==> config.mk <==
export PLATFORM = sky130hd
export DESIGN_NAME = sseg_scan_mux
export DESIGN_NICKNAME = d
export VERILOG_FILES = /design/src/rtl/sseg_scan_mux.sv
export SDC_FILE = /design/constraint.sdc
export NUM_CORES = 1
export LEC_CHECK = 0
export CAP_MARGIN = 20
export CORE_UTILIZATION = 40
export CTS_CLUSTER_SIZE = 20
export DETAILED_ROUTE_END_ITERATION = 6
export GPL_ROUTABILITY_DRIVEN = 0
export PLACE_DENSITY = 0.73
export SETUP_SLACK_MARGIN = 0.15
export SLEW_MARGIN = 20
export SYNTH_ARGS = -nofsm -noshare
export SYNTH_HDL_FRONTEND = slang
export SYNTH_SLANG_ARGS = --single-unit
==> constraint.sdc <==
create_clock -name Clk -period 3.15 [get_ports Clk]
set_input_delay 0.4725 -clock Clk [delete_from_list [all_inputs] [get_ports Clk]]
set_output_delay 0.4725 -clock Clk [all_outputs]
set_load 0.1 [all_outputs]
==> src/rtl/sseg_scan_mux.sv <==
// Scan controller for a common-anode multi-digit seven-segment display.
// It shadows its inputs once per frame and blanks all anodes at the start of each digit slot.
module sseg_scan_mux #(
  parameter int DIGITS       = 4,
  parameter int REFRESH_DIV  = 100000,
  parameter int BLANK_CYCLES = 64
) (
  input  logic                  Clk,
  input  logic                  Reset,
  input  logic [4*DIGITS-1:0]   Value,
  input  logic [DIGITS-1:0]     DigitEn,
  input  logic [DIGITS-1:0]     DpIn,
  output logic [3:0]            Num,
  output logic [DIGITS-1:0]     Anode,
  output logic                  Dp,
  output logic                  FrameStart
);

  localparam int CW = (REFRESH_DIV > 1) ? $clog2(REFRESH_DIV) : 1;
  localparam int IW = (DIGITS > 1) ? $clog2(DIGITS) : 1;

  localparam logic [CW-1:0] CNT_LAST  = CW'(REFRESH_DIV - 1);
  localparam logic [IW-1:0] IDX_LAST  = IW'(DIGITS - 1);
  localparam logic [CW-1:0] BLANK_END = CW'(BLANK_CYCLES);

  logic [CW-1:0]       cnt;
  logic [IW-1:0]       idx;
  logic [4*DIGITS-1:0] sh_val;
  logic [DIGITS-1:0]   sh_en;
  logic [DIGITS-1:0]   sh_dp;

  logic                blank;
  logic [IW-1:0]       sel;

  // NOTE: sequential state uses non-blocking assignments so every register
  // samples the pre-edge values of the others, independent of statement order.
  always_ff @(posedge Clk) begin
    if (Reset) begin
      cnt    <= '0;
      idx    <= '0;
      sh_val <= Value;
      sh_en  <= DigitEn;
      sh_dp  <= DpIn;
    end else if (cnt == CNT_LAST) begin
      cnt <= '0;
      if (idx == IDX_LAST) begin
        idx    <= '0;
        sh_val <= Value;
        sh_en  <= DigitEn;
        sh_dp  <= DpIn;
      end else begin
        idx <= idx + 1'b1;
      end
    end else begin
      cnt <= cnt + 1'b1;
    end
  end

  assign blank = (cnt < BLANK_END);
  // While Reset is high, Num shows digit 0 and the display stays dark.
  assign sel   = Reset ? '0 : idx;

  // NOTE: every output gets a default before the loop, so no path can infer a latch.
  always_comb begin
    Num   = '0;
    Anode = '1;
    Dp    = 1'b1;
    for (int i = 0; i < DIGITS; i++) begin
      if (sel == IW'(i)) begin
        Num = sh_val[4*i +: 4];
      end
      if (!Reset && !blank && idx == IW'(i) && sh_en[i]) begin
        Anode[i] = 1'b0;
        Dp       = ~sh_dp[i];
      end
    end
  end

  assign FrameStart = !Reset && (cnt == '0) && (idx == '0);

endmodule

==> results of run 1 <==
-- cell usage in the layout, fill, tap and decap left out, types with 4 or more instances in the layout --
master | Yosys | routed
edfxtp_1 | 24 | 24
inv_1 | 6 | 6
a22oi_1 | 8 | 8
buf_12 | 0 | 4
clkdlybuf4s50_1 | 0 | 25
xor2_1 | 10 | 10
clkbuf_8 | 0 | 5
dfxtp_1 | 19 | 19
nand3_1 | 12 | 12
nand4_1 | 7 | 7
mux2_2 | 6 | 6
ha_1 | 6 | 6
nand2_1 | 9 | 9
nor2_1 | 19 | 19
o21ai_1 | 0 | 5
buf_4 | 0 | 8
-- how the worst max path moves through the flow --
stage	to	slack [ps]
floorplan	Num[0]	360
global placement	Num[1]	670
detailed placement	Num[1]	630
CTS	Anode[0]	380
global route	Anode[1]	280
finish	Anode[3]	360
-- where the power goes --
part,internal [mW],total [mW],switching [mW]
Clock,0.150,0.326,0.176
Sequential,0.623,0.636,0.0135
Combinational,0.0635,0.141,0.0775
Total,0.837,1.10,0.267
-- through the flow --
step           power, mW  setup slack (ps)
2_1_floorplan      0.723               357
3_3_place_gp       0.788               670
3_5_place_dp       0.791               629
4_1_cts             1.12               381
5_1_grt             1.15               278
6_report            1.10               365
-- routing by layer --
layer  track usage  vias to the layer above  wire (microns)
met5             0                        -               0
met3        0.0385                        6             124
met1         0.203                      644            1710
li1              -                      701               -
met4        0.0667                        0              64
met2         0.250                       27            1740
-- state kept, by name, indices dropped and copies added, names as in the netlist --
name and flops:
idx 2, sh_val 16, sh_en 4, cnt 17
sh_dp 4
-- cell type report --
type                    instances  area, sq um  area share
clock inverters                 3         15.0     0.00618
inverters                       6         22.5     0.00927
flip-flops and latches         43         1100       0.453
well taps                      52         65.1      0.0268
multi-input cells             114          766       0.315
repair buffers                 37          390       0.161
clock buffers                   5         68.8      0.0283
-- kinds of logic after synthesis --
family,count (synthesis),synth area share
xor+xnor,13,0.0594
simple gates,68,0.189
fa+ha+maj,6,0.0392
flops,43,0.575
mux,6,0.0353
buf+inv,11,0.0255
compound gates,21,0.0771
-- worst reg2reg max path, cell delays in order (launching register included) --
cell and delay [ps]:
dfxtp_1 360, or4_1 570, or3_4 370, nor3_2 280, a21o_1 170, buf_4 210
==> flow_summary.toml, run 1 <==
[clock_tree]
cts.path.max_buffers = 2
insertion_delay_ps = 290
cts_root_buffer = "clkbuf_8"
cts_hold_buffers = 0
clk_pin_slew_ps = 70
h-tree-depth = 2
cts_made_buffers = 5
cts.sinks = 43
cts_resized = 0
post_cts_buffers = 0
tritoncts = "yes"

[logic_synthesis]
synth.top_cell.area_share = 0.376
synthArstFlopShare = 0
synth_most_common_cell = "edfxtp_1"
yosysWarnings = 0
ys.flop_type = "edfxtp_1"
synth_area_leaders = "edfxtp_1, dfxtp_1, xor2_1"
synth_edf_count = 24
ys_seq_elements = 43
syn_area_sq_um = 1920
synth_common_cells = "edfxtp_1, dfxtp_1, nor2_1"
yosys.area.top_type = "edfxtp_1"
synth_nets = 200
avgSynthCellArea_sq_um = 11.4
synth.distinct_cells = 32
syn_inst = 168
synth_seq_area_share = 0.575

[setup_path]
crit_path_max_fanout = 5
r2r_end = "sh_dp[0]"
worstPathRequired_ps = 2680
cp-end-kind = "output pin"
worstSetupPathType = "reg -> out"
r2r_slack_ps = 890
r2r_cells = 5
worstPathArrival_ps = 2310
crit_buf_inv = 1
crit_slowest_cell = "or4_1"
slowest_delay_ps = 570
cp_num_cells = 5
worstReg2RegStart = "cnt[11]"
path_cells = "or4_1, nor4bb_1, nor2_1, nand3_1, buf_4"
crit_path_start_kind = "register"
path_delay_family = "simple AND/OR/NAND/NOR gates"
startpoint = "cnt[11]"

[sta]
slew_violations = 0
hold_viol_final = 0
slew-limit-headroom = 0.534
period_minus_slack_ps = 2790
fmax_mhz = 359
final-setup-viol-count = 0
rsz0062_at_grt = "false"
period_share = 0.884
finalClockSkew_ps = 4.58
worst_hold_slack_ps = 493
finalSetupTns_ps = 0
worst_slew_pin_slew_ps = 699

[grt]
grt_pass1_wl_mm = 6.04
antenna_found_initial = 0
track_usage = 0.157
grt_max_degree = 18
grt_remaining_overflow = 0
grt_pass1_vias = 1316

[die]
die_w_microns = 71.2
start_util = 0.428
core.rowCount = 24
core_area_sq_um = 4470
die_h_microns = 71.2
die_area_sq_um = 5070
num_io_pins = 36

[job]
cap_violations = 0

[cells_and_area]
antenna_cells = 0
drive_above_1_share = 0.130
fin_util = 0.543
fin_cells = 260
syn2layout_area_growth_pct = 26.8
n_fill_cell = 388
design_area_sq_um = 2430
fin_nets = 239

[placed_design]
portBuffers = 35
place_area_sq_um = 2340
dp.cells = 252
dp.final_hpwl_mm = 2.68

[hold_path]
min-delay-start = "cnt[0]"
min_to = "cnt[0]"
hold_path_depth = 1
min_path_type = "reg -> reg"

[power]
peakVddDrop_uv = 321
p_leak_nw = 0.862
power.density_nw_per_um2 = 454

[outcome]
status = "finished with violations"
violations = "DRC"

[detailed_routing]
num_vias = 1378
wire_per_inst_microns = 14.0
vias_per_cell = 5.30
drcViolationCount = 3
firstDrtPassIters = 6
routed_wirelength_mm = 3.64
drt-initial-drc-count = 99
postRouteAntennaNets = 0
No activity file was read; power rests on OpenSTA's default activity.
==> inputs of run 2 (changes only) <==
Settings changed: ABC_AREA set to 1.
==> flow_summary.toml, run 2 <==
[outcome]
status = "complete, no violations"

[placed_design]
place_area_sq_um = 2480
dp.final_hpwl_mm = 2.81
dp.cells = 310
portBuffers = 35

[detailed_routing]
highest_layer = "met4"
wire_per_inst_microns = 11.6
firstDrtPassIters = 4
wl_met3_microns = 164
postRouteAntennaNets = 0
drcViolationCount = 0
route.met2.wl_mm = 1.86
wl_met1_mm = 1.58
vias_per_cell = 4.70
routed_wirelength_mm = 3.68
drt-initial-drc-count = 67
num_vias = 1496

[setup_path]
worstPathRequired_ps = 2680
cp-end-kind = "output pin"
r2r_slack_ps = 980
crit_path_start_kind = "input pin"
r2r_cells = 8
worstSetupPathType = "in -> out"
worstReg2RegStart = "cnt[0]"
crit_path_max_fanout = 10
worstPathArrival_ps = 1920
r2r_end = "sh_val[10]"

[die]
die_area_sq_um = 5280
num_io_pins = 36
die_h_microns = 72.6
start_util = 0.420
core_area_sq_um = 4750
core.rowCount = 25
die_w_microns = 72.6

[cells_and_area]
reg.largest.list = "cnt: 17 flops, sh_val: 16 flops"
final_common_cell = "nand2_1"
fin_cells = 318
design_area_sq_um = 2580
drive_above_1_share = 0.171
top_register = "cnt"
syn2layout_area_growth_pct = 29.5
largest_reg_flops = 17
fin_nets = 282
antenna_cells = 0
final_cell_mix = "nand2_1, inv_1, clkdlybuf4s50_1"

[sta]
worst_slew_pin_slew_ps = 327
finalSetupTns_ps = 0
hold_viol_final = 0
rsz0062_at_grt = "false"
finalClockSkew_ps = 9.91
period_share = 0.760
fmax_mhz = 418
slew_violations = 0
final-setup-viol-count = 0
slew-limit-headroom = 0.781
period_minus_slack_ps = 2390

[power]
power.density_nw_per_um2 = 437
total_power_mw = 1.13
p_leak_nw = 1.01
p_clk_frac = 0.365
switching_share = 0.213
p_int_uw = 888
seqPwrFrac = 0.548
peakVddDrop_uv = 305
power_switching_uw = 241
comb_power_share = 0.087

[clock_tree]
h-tree-depth = 2
cts_hold_buffers = 0
cts_resized = 0
cts_root_buffer = "clkbuf_8"
cts.sinks = 43
tritoncts = "yes"
post_cts_buffers = 0
insertion_delay_ps = 300
clk_pin_slew_ps = 70
cts.path.max_buffers = 2
cts_made_buffers = 5

[logic_synthesis]
synth_area_leaders = "edfxtp_1, dfxtp_1, nand2_1"
syn_area_sq_um = 2000
synth_seq_area_share = 0.552
avgSynthCellArea_sq_um = 9.59
synth_common_cells = "nand2_1, inv_1, edfxtp_1"
yosys.area.top_type = "edfxtp_1"
synth_edf_count = 24
synth_most_common_cell = "nand2_1"
synth.top_cell.area_share = 0.361
synth_nets = 240
ys_seq_elements = 43
synthArstFlopShare = 0
syn_inst = 208
synth.distinct_cells = 26
ys.flop_type = "edfxtp_1"
yosysWarnings = 0

[job]
cap_violations = 0

[hold_path]
min_path_type = "reg -> reg"
min_to = "cnt[0]"
hold_path_depth = 1
min-delay-start = "cnt[0]"

[grt]
grt_remaining_overflow = 0
grt_pass1_vias = 1446
grt_max_degree = 25
track_usage = 0.158
grt_pass1_wl_mm = 6.14
antenna_found_initial = 0
[run 2: critical path: stages]
cell	delay, ps
clkdlybuf4s50_1	450
inv_2	170
nand2_1	160
nor2_1	230
nand2_1	80
nand4_1	160
buf_12	190
[run 2: worst max path at each step]
stage / from / end / cells after the start
after detailed placement: Reset / Num[2] / 7
after global placement: Reset / Num[1] / 7
after global routing: Reset / Num[3] / 7
final: Reset / Num[2] / 7
after CTS: Reset / Num[2] / 7
after floorplan: cnt[11] / Dp / 7
[run 2: kinds of logic (layout without fill, tap and decap cells)]
| kind of cell | count (synthesis) | after routing | synth area share |
|---|---|---|---|
| and+or+nand+nor | 106 | 106 | 0.276 |
| DFF | 43 | 43 | 0.552 |
| buffers and inverters | 29 | 72 | 0.0583 |
| AOI/OAI and AO/OA | 20 | 20 | 0.0589 |
| adders and majority gates | 6 | 6 | 0.0376 |
| xor gates and xnor gates | 4 | 4 | 0.0176 |
[run 2: stage by stage]
stage               hold WS [ps]  setup WS, ps   util
floorplan                    438           223      -
global placement             449           810  0.521
detailed placement           475           762  0.521
CTS                          493           753  0.543
global route                 525           560  0.543
finish                       484           756  0.543
[run 2: layout make-up]
type	instances	area, sq um
inverter	28	105
timing repair buffer	36	395
multi-input combinational	136	791
sequential	43	1100
tap	67	83.8
clock buffer	5	68.8
fill	438	2170
clock inverter	3	38.8
[run 2: metal layers]
metal	up-vias	global-route usage
met5	-	0
met4	0	0.0850
met3	7	0.0483
met2	36	0.267
met1	672	0.181
li1	781	-
[run 2: power groups by stage]
stage / clock [mW] / sequential [mW] / combinational, mW
floorplan: 0 / 0.629 / 0.0503
global placement: 0 / 0.631 / 0.0975
detailed placement: 0 / 0.631 / 0.0991
CTS: 0.425 / 0.618 / 0.0992
global route: 0.442 / 0.620 / 0.105
finish: 0.412 / 0.618 / 0.0982
